**src/rtl/proc_pkg.sv**
```systemverilog
// Shared processor definitions: interrupt controller state encoding
// and the default ISR vector map used by the control unit.
package proc_pkg;

    typedef enum logic [1:0] {
        IC_IDLE    = 2'd0,
        IC_REQ     = 2'd1,
        IC_SERVICE = 2'd2
    } ic_state_e;

    localparam int          N_SRC_DEF      = 8;
    localparam int          ADDR_W_DEF     = 10;
    localparam logic [9:0]  ISR_BASE_DEF   = 10'h3C0;
    localparam int          ISR_STRIDE_DEF = 8;

endpackage

```
**src/rtl/prio_enc.sv**
```systemverilog
// Fixed-priority encoder: reports the index of the lowest set bit
// of req, plus a valid flag when any bit is set.
module prio_enc #(
    parameter int N = 8,
    parameter int W = 3
) (
    input  logic [N-1:0] req,
    output logic [W-1:0] id,
    output logic         valid
);

    // Scan from the top so the lowest set index is the last written.
    always_comb begin
        id    = '0;
        valid = |req;
        for (int i = N - 1; i >= 0; i--) begin
            if (req[i]) begin
                id = W'(i);
            end
        end
    end

endmodule

```
**src/rtl/int_controller.sv**
```systemverilog
// Vectored interrupt controller: edge-detected pending bits, mask,
// fixed priority and an irq/ack/iret handshake with the CPU.
module int_controller
    import proc_pkg::*;
#(
    parameter int              N_SRC      = N_SRC_DEF,
    parameter int              ID_W       = 3,
    parameter int              ADDR_W     = ADDR_W_DEF,
    parameter logic [ADDR_W-1:0] ISR_BASE = ISR_BASE_DEF,
    parameter int              ISR_STRIDE = ISR_STRIDE_DEF
) (
    input  logic              clk,
    input  logic              reset,
    input  logic [N_SRC-1:0]  src,
    input  logic              mask_we,
    input  logic [N_SRC-1:0]  mask_in,
    input  logic              ack,
    input  logic              iret,
    output logic              irq,
    output logic [ID_W-1:0]   irq_id,
    output logic [ADDR_W-1:0] irq_addr,
    output logic              in_service,
    output logic [N_SRC-1:0]  pending
);

    ic_state_e         state_q, state_d;
    logic [N_SRC-1:0]  src_q_q, src_q_d;
    logic [N_SRC-1:0]  pending_q, pending_d;
    logic [N_SRC-1:0]  mask_q, mask_d;
    logic [ID_W-1:0]   id_q, id_d;
    logic [ADDR_W-1:0] addr_q, addr_d;

    logic [N_SRC-1:0]  rise;
    logic [N_SRC-1:0]  req;
    logic [N_SRC-1:0]  clr;
    logic [ID_W-1:0]   prio_id;
    logic              prio_vld;

    assign rise = src & ~src_q_q;
    assign req  = pending_q & mask_q;

    prio_enc #(
        .N (N_SRC),
        .W (ID_W)
    ) u_prio (
        .req   (req),
        .id    (prio_id),
        .valid (prio_vld)
    );

    // Next state, latched vector and pending/mask updates.
    // A fresh edge on the bit being acknowledged beats its clear.
    always_comb begin
        state_d = state_q;
        id_d    = id_q;
        addr_d  = addr_q;
        clr     = '0;
        case (state_q)
            IC_IDLE: begin
                if (prio_vld) begin
                    state_d = IC_REQ;
                    id_d    = prio_id;
                    addr_d  = ISR_BASE
                            + ADDR_W'(prio_id) * ADDR_W'(ISR_STRIDE);
                end
            end
            IC_REQ: begin
                if (ack) begin
                    state_d     = IC_SERVICE;
                    clr[id_q]   = 1'b1;
                end else if (!req[id_q]) begin
                    state_d = IC_IDLE;
                end
            end
            IC_SERVICE: begin
                if (iret) begin
                    state_d = IC_IDLE;
                end
            end
            default: state_d = IC_IDLE;
        endcase
        src_q_d   = src;
        pending_d = (pending_q & ~clr) | rise;
        mask_d    = mask_we ? mask_in : mask_q;
    end

    // State and data registers with synchronous reset.
    always_ff @(posedge clk) begin
        if (reset) begin
            state_q   <= IC_IDLE;
            src_q_q   <= '0;
            pending_q <= '0;
            mask_q    <= '0;
            id_q      <= '0;
            addr_q    <= ISR_BASE;
        end else begin
            state_q   <= state_d;
            src_q_q   <= src_q_d;
            pending_q <= pending_d;
            mask_q    <= mask_d;
            id_q      <= id_d;
            addr_q    <= addr_d;
        end
    end

    assign irq        = (state_q == IC_REQ);
    assign in_service = (state_q == IC_SERVICE);
    assign irq_id     = id_q;
    assign irq_addr   = addr_q;
    assign pending    = pending_q;

endmodule

```
**config.mk**
```make
export PLATFORM = sky130hd
export DESIGN_NAME = int_controller
export DESIGN_NICKNAME = d
export VERILOG_FILES = /design/src/rtl/proc_pkg.sv /design/src/rtl/prio_enc.sv /design/src/rtl/int_controller.sv
export SDC_FILE = /design/constraint.sdc
export NUM_CORES = 1
export LEC_CHECK = 0
export ABC_AREA = 1
export CAP_MARGIN = 20
export CELL_PAD_IN_SITES_DETAIL_PLACEMENT = 1
export CELL_PAD_IN_SITES_GLOBAL_PLACEMENT = 1
export CORE_MARGIN = 5
export CORE_UTILIZATION = 30
export CTS_CLUSTER_DIAMETER = 60
export DETAILED_ROUTE_END_ITERATION = 10
export PLACE_DENSITY_LB_ADDON = 0.08
export RECOVER_POWER = 50
export SLEW_MARGIN = 20
export SYNTH_ARGS = -nofsm -noshare
export SYNTH_HDL_FRONTEND = slang
export SYNTH_SLANG_ARGS = --single-unit
```
**constraint.sdc**
```tcl
create_clock -name clk -period 1.6 [get_ports clk]
set_input_delay 0.4 -clock clk [delete_from_list [all_inputs] [get_ports clk]]
set_output_delay 0.4 -clock clk [all_outputs]
set_load 0.005 [all_outputs]
```
==> impl_metrics.yaml <==
placed_design:
  dp_hpwl_mm: 2.83
  place_congestion: 0.806
  pre_cts_ws_ns: 0.0659
  io_buffers: 36
detailed_routing:
  via_per_inst: 4.42
  ant_nets: 0
  wire_per_inst_um: 12.7
  drtIter0Drc: 34
  wl_mm: 3.47
  drt_first_pass_iters: 4
  vias: 1201
  drc_errors: 0
hold_path:
  min_path_type: "reg -> reg"
critical_path:
  cp_data_required_time_ns: 1.20
  cp-end-kind: "output port"
  path_delay_family: "buffers and inverters"
  slowest_stage: "clkdlybuf4s50_1"
  worstPathCellList: "clkdlybuf4s50_1"
  slowest_delay_ns: 0.51
  startpoint_type: "register"
  cp_data_arrival_time_ns: 1.16
  critical_path_class: "reg -> out"
  cp_max_fo: 6
  crit_buf_inv: 1
yosys:
  synth.distinct_cells: 19
  ys_ff_latch: 29
  synth.cell_area_mm2: 0.00129
  avgSynthCellArea_um2: 7.03
  synthCells: 183
  yosys_warnings: 0
  ys_seq_area_frac: 0.451
clock_network:
  cts_max_level: 2
  cts_made_buffers: 5
  clkTransAtPathRegs_ns: 0.06
  clock_tree.root_cell: "clkbuf_8"
  cts_tree: "done"
  clock_latency_ns: 0.27
  ctsHoldBuffers: 0
  cts_sinks: 29
  cts_buffer_depth: 2
timing:
  period_share: 0.975
  drv_slew: 0
  min_period_ns: 1.56
  hold_violations: 0
  finalSetupTns_ns: 0
  rsz0062_at_grt: "false"
  final.setup.worst_slack_ns: 0.0400
  setup_viol_count_final: 0
  finClkSkew_ns: 0.00253
  max_freq_ghz: 0.641
die:
  fp-row-count: 23
  design.core.area_mm2: 0.00409
  die-area_mm2: 0.00570
  dieWidth_um: 75.5
  start_util: 0.315
  ios: 44
  die_h_um: 75.5
pwr:
  power_density_mw_per_mm2: 1040
  peakVddDrop_mv: 0.470
  power.leakage_nw: 0.861
layout:
  multi_input_area_um2: 549
  diodes: 0
  fill_cells: 510
  layout-drive-gt1-share: 0.104
  ff_latch_area_um2: 594
  area_delta_synth_final_pct: 37.5
  nNetsFinal: 243
global_route:
  grt_usage: 0.127
  grt_pass1_wl_mm: 5.56
  busiest_layer: "met2"
  grt_antenna_before_repair: 0
  use_met3: 0.0422
  use_met1: 0.152
  grt_max_degree: 16
  overflow: 0
  grt_util_met2: 0.219
  grt_pass1_vias: 1246
job:
  max_cap_viol_count: 0
status:
  status: "finished clean"
cells by family after synthesis:
kind of cell / after synthesis / synth area share
and+or+nand+nor: 84 / 0.267
buffers and inverters: 36 / 0.136
AOI/OAI and AO/OA: 32 / 0.140
DFF: 29 / 0.451
other: 2 / 0.00584
flip-flops by register name, summed over array words and instances, names as in the netlist:
signal   cells
state_q      2
mask_q       8
src_q_q      8
irq_id       3
pending      8
synthesized netlist by cell type (all sizes together):
cell / number / share of area
nand2: 38 / 0.11
nor2: 36 / 0.11
dfxtp: 29 / 0.45
inv: 23 / 0.067
o21ai: 15 / 0.067
buf: 12 / 0.066
a21oi: 11 / 0.043
nand3: 7 / 0.027
o22ai: 5 / 0.024
conb: 2 / 0.0058
nor3: 2 / 0.012
a211oi: 1 / 0.0058
clkbuf: 1 / 0.0029
nand4: 1 / 0.0097
stage by stage:
| stage | power (mW) | std cells | area (µm²) | utilization | hold WS (ns) |
|---|---|---|---|---|---|
| 4_1_cts | 1.86 | 271 | 1750 | 0.429 | 0.429 |
| 2_1_floorplan | 1.07 | 188 | 1310 | - | 0.408 |
| 5_1_grt | 1.95 | 272 | 1770 | 0.433 | 0.431 |
| 6_report | 1.83 | 272 | 1770 | 0.433 | 0.427 |
| 3_3_place_gp | 1.25 | 264 | 1660 | 0.407 | 0.410 |
| 3_5_place_dp | 1.26 | 264 | 1660 | 0.407 | 0.421 |
path summary, 6_finish.rpt:
path	start	to	slack, ns	cells after the start
setup / recovery	irq_id[0]	irq_id[0]	0.04	1
hold / removal	src_q_q[0]	pending[0]	0.43	1
setup reg to reg	irq_id[1]	state_q[0]	0.35	7
hold reg to reg	src_q_q[0]	pending[0]	0.43	1
power breakdown:
part / switching (mW) / leakage (nW) / total (mW) / internal [mW]
clock network: 0.242 / 0.0443 / 0.582 / 0.340
registers: 0.0519 / 0.244 / 0.844 / 0.792
logic: 0.198 / 0.573 / 0.406 / 0.208
layout make-up:
| type | instances | area share |
|---|---|---|
| clock buffer | 7 | 0.0488 |
| inverter | 23 | 0.0488 |
| multi-input combinational | 123 | 0.310 |
| sequential | 29 | 0.336 |
| tap | 50 | 0.0354 |
| timing repair buffer | 40 | 0.221 |
timing repair:
item                       in CTS  in global routing
buffers inserted                0                  1
setup endpoints to repair       7                  7
gates resized for setup         7                  5
per-layer routing:
layer	part of all wire	up-vias
met2	0.48	27
li1	-	635
met5	0	-
met3	0.060	2
met4	0.0035	0
met1	0.46	537
cells in the final DEF, fill, tap and decap left out, drive strengths merged:
cell type and count:
buf 4, o21ai 15, inv 23, dlygate4sd2 2, nor2 36, nor3 2
nand2 38, clkbuf 7, nand4 1, nand3 7, clkdlybuf4s50 32, a21oi 11
o22ai 5, conb 7, a211oi 1, dfxtp 29, dlygate4sd3 1, dlymetal6s2s 1
No activity file was read; power rests on OpenSTA's default activity.
